File: config.mk
export PLATFORM = sky130hd
export DESIGN_NAME = sa_weight_loader_flat
export DESIGN_NICKNAME = d
export VERILOG_FILES = /design/src/rtl/sa_weight_loader_pkg.sv /design/src/rtl/sa_weight_loader_if.sv /design/src/rtl/sa_weight_loader.sv /design/src/flat_wrapper.sv
export SDC_FILE = /design/constraint.sdc
export NUM_CORES = 1
export LEC_CHECK = 0
export CORE_MARGIN = 2
export CORE_UTILIZATION = 51
export DETAILED_ROUTE_END_ITERATION = 12
export PLACE_DENSITY = 0.95
export SETUP_SLACK_MARGIN = 0.05
export SYNTH_ARGS = -nofsm -noshare
export SYNTH_HDL_FRONTEND = slang
export SYNTH_SLANG_ARGS = --single-unit
File: constraint.sdc
create_clock -name clk -period 3.8 [get_ports clk]
set_input_delay 0.38 -clock clk [delete_from_list [all_inputs] [get_ports clk]]
set_output_delay 0.38 -clock clk [all_outputs]
set_load 0.005 [all_outputs]
File: src/rtl/sa_weight_loader_pkg.sv
`default_nettype none
// ============================================================================
//  Module      : sa_weight_loader_pkg
//  Description : Shared spatial-array parameters. The word width, buffer depth
//                and array mode encodings live here so the weight loader and
//                the array cell agree on them. Also holds the loader FSM state
//                type and a counter-width helper.
//  Revision    : 1.0 - initial release
// ============================================================================
package sa_weight_loader_pkg;

    // One weight word is an IEEE754 single-precision value.
    localparam int SA_DATA_WIDTH      = 32;
    // Default number of array columns fed by the loader.
    localparam int SA_NUM_COLS        = 4;
    // Words held by each cell column's move buffer.
    localparam int SA_MOVE_BUFF_DEPTH = 16;

    // Array mode encodings. Element-wise mode makes the move buffers writable.
    localparam logic SA_MODE_ACCUMULATE  = 1'b0;
    localparam logic SA_MODE_ELEMENTWISE = 1'b1;

    typedef enum logic [1:0] {
        ST_IDLE   = 2'd0,
        ST_LOAD   = 2'd1,
        ST_FINISH = 2'd2
    } loader_state_t;

    // Counter width for an index range of n. A single-entry range still
    // needs a one-bit counter to be legal.
    function automatic int clog2_min1(input int n);
        return (n > 1) ? $clog2(n) : 1;
    endfunction

endpackage : sa_weight_loader_pkg
`default_nettype wire

File: src/rtl/sa_weight_loader_if.sv
`default_nettype none
// ============================================================================
//  Module      : sa_weight_loader_if
//  Description : Signal bundle between the weight loader and its controller /
//                memory side / array columns.
//                  start              - single-cycle load request
//                  in_data/in_valid   - weight word from memory
//                  in_ready           - loader accepts in_data this cycle
//                  move_buff_out      - per-column word, column c at
//                                       [c*DATA_WIDTH +: DATA_WIDTH]
//                  move_buff_out_valid- per-column push strobe
//                  mode_out           - array mode (1 = element-wise)
//                  busy/done          - load in progress / last word pushed
//                  start_err          - sticky: start seen while busy
//                slave modport is the loader, master is the controller side.
//  Revision    : 1.0 - initial release
// ============================================================================
interface sa_weight_loader_if
    import sa_weight_loader_pkg::*;
#(
    parameter int DATA_WIDTH = SA_DATA_WIDTH,
    parameter int NUM_COLS   = SA_NUM_COLS
);
    logic                           start;
    logic [DATA_WIDTH-1:0]          in_data;
    logic                           in_valid;
    logic                           in_ready;
    logic [NUM_COLS*DATA_WIDTH-1:0] move_buff_out;
    logic [NUM_COLS-1:0]            move_buff_out_valid;
    logic                           mode_out;
    logic                           busy;
    logic                           done;
    logic                           start_err;

    modport slave (
        input  start, in_data, in_valid,
        output in_ready, move_buff_out, move_buff_out_valid,
               mode_out, busy, done, start_err
    );

    modport master (
        output start, in_data, in_valid,
        input  in_ready, move_buff_out, move_buff_out_valid,
               mode_out, busy, done, start_err
    );

endinterface : sa_weight_loader_if
`default_nettype wire

File: src/rtl/sa_weight_loader.sv
`default_nettype none
// ============================================================================
//  Module      : sa_weight_loader
//  Description : Streams NUM_COLS*MOVE_BUFF_DEPTH weight words from memory into
//                the move buffers of a spatial array, column by column. Each
//                accepted word is pushed to the current column one cycle later
//                with a one-hot strobe. The array is held in element-wise mode
//                for the whole load.
//  Ports       : clk   - rising-edge clock
//                rst_n - asynchronous active-low reset
//                bus   - sa_weight_loader_if.slave (handshake and column bus)
//  Revision    : 1.0 - initial release
// ============================================================================
module sa_weight_loader
    import sa_weight_loader_pkg::*;
#(
    parameter int DATA_WIDTH      = SA_DATA_WIDTH,
    parameter int NUM_COLS        = SA_NUM_COLS,
    parameter int MOVE_BUFF_DEPTH = SA_MOVE_BUFF_DEPTH
) (
    input  wire logic         clk,
    input  wire logic         rst_n,
    sa_weight_loader_if.slave bus
);

    localparam int COL_W  = clog2_min1(NUM_COLS);
    localparam int WORD_W = clog2_min1(MOVE_BUFF_DEPTH);

    localparam logic [COL_W-1:0]  c_COL_LAST  = COL_W'(NUM_COLS - 1);
    localparam logic [WORD_W-1:0] c_WORD_LAST = WORD_W'(MOVE_BUFF_DEPTH - 1);

    loader_state_t                  r_state;
    loader_state_t                  w_state_next;
    logic [COL_W-1:0]               r_col_idx;
    logic [WORD_W-1:0]              r_word_idx;
    logic [NUM_COLS*DATA_WIDTH-1:0] r_buff_out;
    logic [NUM_COLS-1:0]            r_buff_vld;
    logic                           r_start_err;

    logic w_xfer;
    logic w_last_word;
    logic w_in_ready;
    logic w_busy;
    logic w_done;

    // in_ready is high exactly in LOAD, so a transfer needs only in_valid there.
    assign w_xfer      = (r_state == ST_LOAD) && bus.in_valid;
    assign w_last_word = (r_col_idx == c_COL_LAST) && (r_word_idx == c_WORD_LAST);

    // ------------------------------------------------------------------------
    // FSM state register
    // ------------------------------------------------------------------------
    always_ff @(posedge clk or negedge rst_n) begin
        if (!rst_n) begin
            r_state <= ST_IDLE;
        end else begin
            r_state <= w_state_next;
        end
    end

    // ------------------------------------------------------------------------
    // FSM next state and state-decoded outputs
    // ------------------------------------------------------------------------
    always_comb begin
        w_state_next = r_state;
        w_in_ready   = 1'b0;
        w_busy       = 1'b0;
        w_done       = 1'b0;
        case (r_state)
            ST_IDLE: begin
                if (bus.start) begin
                    w_state_next = ST_LOAD;
                end
            end
            ST_LOAD: begin
                w_in_ready = 1'b1;
                w_busy     = 1'b1;
                if (w_xfer && w_last_word) begin
                    w_state_next = ST_FINISH;
                end
            end
            ST_FINISH: begin
                // The final word's push strobe is on the bus during this cycle.
                w_busy       = 1'b1;
                w_done       = 1'b1;
                w_state_next = ST_IDLE;
            end
            default: begin
                w_state_next = ST_IDLE;
            end
        endcase
    end

    // ------------------------------------------------------------------------
    // Column / word position. At the last word of the last column the column
    // index is left alone; the FSM leaves LOAD and the next start clears it.
    // ------------------------------------------------------------------------
    always_ff @(posedge clk or negedge rst_n) begin
        if (!rst_n) begin
            r_col_idx  <= '0;
            r_word_idx <= '0;
        end else if ((r_state == ST_IDLE) && bus.start) begin
            r_col_idx  <= '0;
            r_word_idx <= '0;
        end else if (w_xfer) begin
            if (r_word_idx == c_WORD_LAST) begin
                r_word_idx <= '0;
                if (r_col_idx != c_COL_LAST) begin
                    r_col_idx <= r_col_idx + 1'b1;
                end
            end else begin
                r_word_idx <= r_word_idx + 1'b1;
            end
        end
    end

    // ------------------------------------------------------------------------
    // Column push: one cycle after a transfer. Only the addressed column's
    // data lane is written, so every lane holds its last pushed word.
    // ------------------------------------------------------------------------
    always_ff @(posedge clk or negedge rst_n) begin
        if (!rst_n) begin
            r_buff_out <= '0;
            r_buff_vld <= '0;
        end else begin
            for (int c = 0; c < NUM_COLS; c++) begin
                r_buff_vld[c] <= w_xfer && (r_col_idx == COL_W'(c));
                if (w_xfer && (r_col_idx == COL_W'(c))) begin
                    r_buff_out[c*DATA_WIDTH +: DATA_WIDTH] <= bus.in_data;
                end
            end
        end
    end

    // Sticky until reset: a start outside IDLE (LOAD or FINISH) is dropped.
    always_ff @(posedge clk or negedge rst_n) begin
        if (!rst_n) begin
            r_start_err <= 1'b0;
        end else if (bus.start && (r_state != ST_IDLE)) begin
            r_start_err <= 1'b1;
        end
    end

    assign bus.in_ready            = w_in_ready;
    assign bus.busy                = w_busy;
    assign bus.done                = w_done;
    assign bus.mode_out            = w_busy ? SA_MODE_ELEMENTWISE : SA_MODE_ACCUMULATE;
    assign bus.move_buff_out       = r_buff_out;
    assign bus.move_buff_out_valid = r_buff_vld;
    assign bus.start_err           = r_start_err;

endmodule : sa_weight_loader
`default_nettype wire

File: src/flat_wrapper.sv
// flat-port wrapper written by rule: the top's interface ports become plain ports
module sa_weight_loader_flat import sa_weight_loader_pkg::*;
#(
    parameter int DATA_WIDTH      = SA_DATA_WIDTH,
    parameter int NUM_COLS        = SA_NUM_COLS,
    parameter int MOVE_BUFF_DEPTH = SA_MOVE_BUFF_DEPTH
)
  (clk, rst_n, bus_start, bus_in_data, bus_in_valid, bus_in_ready, bus_move_buff_out, bus_move_buff_out_valid, bus_mode_out, bus_busy, bus_done, bus_start_err);
  sa_weight_loader_if #(.DATA_WIDTH(DATA_WIDTH), .NUM_COLS(NUM_COLS)) bus_i ();
  input  wire logic clk;
  input  wire logic rst_n;
  input wire logic [$bits(bus_i.start)-1:0] bus_start;
  input wire logic [$bits(bus_i.in_data)-1:0] bus_in_data;
  input wire logic [$bits(bus_i.in_valid)-1:0] bus_in_valid;
  output wire logic [$bits(bus_i.in_ready)-1:0] bus_in_ready;
  output wire logic [$bits(bus_i.move_buff_out)-1:0] bus_move_buff_out;
  output wire logic [$bits(bus_i.move_buff_out_valid)-1:0] bus_move_buff_out_valid;
  output wire logic [$bits(bus_i.mode_out)-1:0] bus_mode_out;
  output wire logic [$bits(bus_i.busy)-1:0] bus_busy;
  output wire logic [$bits(bus_i.done)-1:0] bus_done;
  output wire logic [$bits(bus_i.start_err)-1:0] bus_start_err;
  assign bus_i.start = bus_start;
  assign bus_i.in_data = bus_in_data;
  assign bus_i.in_valid = bus_in_valid;
  assign bus_in_ready = bus_i.in_ready;
  assign bus_move_buff_out = bus_i.move_buff_out;
  assign bus_move_buff_out_valid = bus_i.move_buff_out_valid;
  assign bus_mode_out = bus_i.mode_out;
  assign bus_busy = bus_i.busy;
  assign bus_done = bus_i.done;
  assign bus_start_err = bus_i.start_err;
  sa_weight_loader #(.DATA_WIDTH(DATA_WIDTH), .NUM_COLS(NUM_COLS), .MOVE_BUFF_DEPTH(MOVE_BUFF_DEPTH)) u_core (.clk(clk), .rst_n(rst_n), .bus(bus_i));
endmodule
# == Yosys cells after proc, flatten, opt, wreduce, memory -nomap -nowiden ==
# Index checks and enable logic that the tools add are counted.
# word_totals
regBits,141
in_bits,36
out_inout_bits,137
word_cells,52
# op_classes
n_addsub,2
eq_ne,9
n_mux,14
n_reduce_logical,18
# op_table
cell,count
2-bit two-way mux,6
4-bit two-way mux,3
1-bit logical AND,9
2-bit nonzero test,4
2-bit equality test (second input constant),3
2-bit != test (second input constant),3
4-bit by 1-bit adder with 4-bit output (second input constant),1
2-bit by 1-bit equality test with 1-bit output (second input constant),2
4-bit equality test (second input constant),1
2-bit zero test,2
1-bit two-way mux,4
2-bit case mux with 2 select lines,1
3-bit AND reduction,1
2-bit by 1-bit adder with 2-bit output (second input constant),1
2-bit AND reduction,1
2-bit OR reduction,1

# == Depth between registers and ports, before layout ==
# depth
depth_word,5
ltp_mapped,7
depth_no_buf,5

# == Worst setup path after synthesis ==
# OpenSTA, ideal clock, no wires.
# synth_timing
path_type,reg-to-reg
start,reg u_core.r_state[1]
end,reg u_core.r_buff_out[100] (netlist: u_core.bus.move_buff_out[100])
setup_ps,125
t_arrival_ps,1597
required_time_ps,3675
path_slack_ps,2078
stages_incl_launch_ff,8
path_buffers,2
synth_period_minus_slack_ps,1722
path_cell_list,dfrtp_1 > inv_1 > ha_1 > and2_1 > buf_6 > nand2_4 > buf_6 > mux2_4
# synth_between
elab_chain_cells,3
# synth_rtl
element,line,rtl
from (decl),sa_weight_loader.sv:32,loader_state_t r_state;
from (signal assigned),sa_weight_loader.sv:57,r_state <= w_state_next;
2-bit by 1-bit equality test with 1-bit output,sa_weight_loader.sv:47,assign w_xfer = (r_state == ST_LOAD) && bus.in_valid;
1-bit logical AND,sa_weight_loader.sv:47,
1-bit logical AND,sa_weight_loader.sv:128,if (w_xfer && (r_col_idx == COL_W'(c))) begin
"to (signal, indexed assignment)",sa_weight_loader.sv:129,r_buff_out[c*DATA_WIDTH +: DATA_WIDTH] <= bus.in_data;
to (decl),sa_weight_loader.sv:36,logic [NUM_COLS*DATA_WIDTH-1:0] r_buff_out;
# No other way between the ends.
# A chain may end at the register's enable or synchronous reset.

# == Worst setup path in the final report ==
# layout_timing
start,reg u_core.r_state[1]
end,reg u_core.r_buff_out[108] (netlist: u_core.bus.move_buff_out[108])
# Same word-level chain as after synthesis.

==> out/metrics.json <==
{
  "grt_max_degree": 111,
  "grt_pass1_vias": 4046,
  "detailed_place_hpwl_um": 8970,
  "wl_met3_um": 914,
  "setup.worst_path.class": "flip-flop to flip-flop",
  "cts.repair_timing.setup_buffer_count": 0,
  "finalCritPeriodShare_pct": 63.9,
  "hold-worst-slack_ns": 0.0880,
  "cts_max_path_buffers": 2,
  "routability_driven_placement_congestion_ratio": 0.761,
  "crit_chain": "inv_1 -> ha_1 -> and2_1 -> nand2_4 -> mux2_4",
  "antenna_found_initial": 0,
  "path_buf_inv": 1,
  "ir_worst_vdd_v": 0.000526,
  "post_drt_via_cell_ratio": 5.23,
  "drv.max_cap_violation_count": 0,
  "gr-total-overflow": 0,
  "num-fill-cells": 722,
  "numCtsBuffers": 17,
  "fmax_ghz": 0.412,
  "synth_seq_cells": 141,
  "critical-path-max-stage-delay_ns": 0.48,
  "top_signal_layer_used": "met4",
  "antenna_left": 0,
  "flow.area_growth_from_synthesis_pct": 40.1,
  "firstDrtPassIters": 4,
  "port_buffers": 172,
  "crit_path_end_kind": "flip-flop",
  "die_area_mm2": 0.0126,
  "global_route_wire_length_before_repair_um": 22300,
  "run_status": "finished, final reports clean",
  "met2_wl_um": 6920,
  "grt_use_total_pct": 22.9,
  "wl_met1_um": 5680,
  "antenna_cells": 0,
  "detail_route.iter0.violations": 186,
  "syn_inst": 347,
  "cts_htree_levels": 4,
  "post_cts_hold_buffer_count": 0,
  "number_of_hold_violations_in_the_final_report": 0,
  "holdCritPathClass": "input port to asynchronous set/reset pin",
  "final_cell_mix": "171 x sky130_fd_sc_hd__clkdlybuf4s50_1, 141 x sky130_fd_sc_hd__dfrtp_1, 116 x sky130_fd_sc_hd__mux2_4",
  "critical-path-top-delay-family": "simple AND/OR/NAND/NOR gates",
  "startpoint_type": "flip-flop",
  "drt-total-wl_um": 13800,
  "layout_min_cycle_time_ns": 2.43,
  "timing.critical_path.required_ns": 4.09,
  "clock_sink_count": 141,
  "static-leakage-power_uw": 0.00424,
  "placed_cells_incl_taps": 647,
  "core_mm2": 0.0115,
  "finalClockSkew_ns": 0.00546,
  "yosysWarnings": 0,
  "ioPinCount": 173,
  "ctsResizeCount": 0,
  "mostFrequentLayoutCell": "sky130_fd_sc_hd__clkdlybuf4s50_1",
  "power.density_mw_per_mm2": 652,
  "slew-limit-headroom_pct": 35.2,
  "clkSlewWorstSetupHoldPaths_ns": 0.06,
  "area_used_by_multi_input_combinational_logic_mm2": 0.00227,
  "timing.setup.tns_ns": 0,
  "detail_route.drc_violations": 0,
  "seqCellArea_mm2": 0.00353,
  "netlist_area_mm2": 0.00600,
  "crit_path_top_delay_cell": "sky130_fd_sc_hd__nand2_4",
  "ys_top_cells_by_area": "sky130_fd_sc_hd__dfrtp_1 59%, sky130_fd_sc_hd__mux2_4 29%, sky130_fd_sc_hd__buf_6 2.4%, sky130_fd_sc_hd__mux2_2 2.3%, sky130_fd_sc_hd__ha_1 2.1%",
  "worst-path-max-fanout": 33,
  "route.vias.total": 3552,
  "tritoncts_clock_tree": "yes",
  "drive_gt1_share_pct": 31.2,
  "synth.lib_cells_used.distinct": 26,
  "finalNetCount": 569,
  "seq_area_frac_synth_pct": 58.8,
  "clock_tree_root_driver_cell": "sky130_fd_sc_hd__clkbuf_16",
  "yosys.area.top_type_share_pct": 58.8,
  "synthDominantAreaCellType": "sky130_fd_sc_hd__dfrtp_1",
  "avgSynthCellArea_um2": 17.3,
  "drt-wirelength-per-cell_um": 20.3,
  "initial_core_util_pct": 52.3,
  "worst-endpoint-arrival_ns": 2.72,
  "number_of_setup_violations_in_the_final_report": 0,
  "finalMaxSlewViolations": 0,
  "synthesis.nets": 393,
  "clock_insertion_delay_worst_skew_ns": 0.41,
  "unrepaired_setup_endpoints_after_global_routing": "false",
  "fp-row-count": 39,
  "die_height_um": 112,
  "worst_slew_pin_slew_ns": 0.973,
  "die_x_um": 112,
  "final_cells": 679
}
-- state kept, by name, indices dropped and copies added, names as in the netlist --
register / flops
u_core.bus.move_buff_out: 128
u_core.bus.move_buff_out_valid: 4
u_core.bus.start_err: 1
u_core.r_col_idx: 2
u_core.r_state: 2
u_core.r_word_idx: 4
-- logic make-up after synthesis --
| family | count (synthesis) | share of synthesized area, % |
|---|---|---|
| AND/OR/NAND/NOR | 24 | 2.55 |
| adder cells (fa/ha/maj) | 10 | 2.09 |
| flip-flops | 141 | 58.8 |
| XOR/XNOR | 1 | 0.146 |
| multiplexers | 128 | 31.3 |
| buffers and inverters | 26 | 3.32 |
| AO/OA/AOI/OAI | 17 | 1.77 |
-- Yosys cell counts, drive strengths merged --
library cell and number:
and2 2, xor2 1, inv 10, and3b 1
nor2 1, clkbuf 2, nand3 4, o21ai 5
ha 10, o2111ai 2, a21bo 1, a211o 1
and4 1, a21oi 6, mux2 128, buf 14
nor2b 1, and3 1, dfrtp 141, or3 2
a21o 2, nand2b 1, nand2 10
-- report_power, final --
group / total, µW / internal, µW / switching [µW]
clock network: 1820 / 1180 / 639
logic: 1570 / 1090 / 485
registers: 2080 / 1840 / 235
total: 5480 / 4120 / 1360
-- layout make-up --
class / instances / share of cell area, %
Clock buffer: 18 / 5.23
Clock inverter: 14 / 2.56
Inverter: 10 / 0.447
Multi-Input combinational cell: 180 / 27.0
Sequential cell: 141 / 42.0
Tap cell: 143 / 2.13
Timing Repair Buffer: 173 / 20.6
-- worst register-to-register path, cell delays in order (launching register included) --
cell and delay (ns):
sky130_fd_sc_hd__dfrtp_1 0.41, sky130_fd_sc_hd__inv_1 0.13, sky130_fd_sc_hd__ha_1 0.37, sky130_fd_sc_hd__and2_1 0.45, sky130_fd_sc_hd__nand2_4 0.48, sky130_fd_sc_hd__mux2_4 0.48
-- metal layers --
metal,track usage (%),up-vias
met5,0,-
met4,8.62,0
met3,8.42,26
met2,38.0,144
met1,27.4,1821
li1,-,1561
-- through the flow --
stage | util [%] | worst slack [ns] | power, µW | area (µm²)
floorplan | - | 2.08 | 2750 | 6000
global route | 73.2 | 1.28 | 5700 | 8400
detailed placement | 67.5 | 1.32 | 3660 | 7740
global placement | 67.5 | 1.38 | 3580 | 7740
CTS | 73.2 | 1.38 | 5530 | 8400
finish | 73.2 | 1.37 | 5480 | 8400
-- final timing paths --
check                                            startpoint                                         to  slack [ns]  cells past startpoint
setup / recovery              u_core.r_state[1]$_DFFE_PN0P_  u_core.bus.move_buff_out[108]$_DFFE_PN0P_        1.37                      5
hold / removal                                        rst_n   u_core.bus.move_buff_out[63]$_DFFE_PN0P_        0.09                      1
min in group clk           u_core.bus.start_err$_DFFE_PN0P_           u_core.bus.start_err$_DFFE_PN0P_        0.50                      1
max in group asynchronous                             rst_n   u_core.bus.move_buff_out[16]$_DFFE_PN0P_        2.68                      2
hold reg to reg            u_core.bus.start_err$_DFFE_PN0P_           u_core.bus.start_err$_DFFE_PN0P_        0.50                      1
setup reg to reg              u_core.r_state[1]$_DFFE_PN0P_  u_core.bus.move_buff_out[108]$_DFFE_PN0P_        1.37                      5
Power figures use the tool's default switching activity.
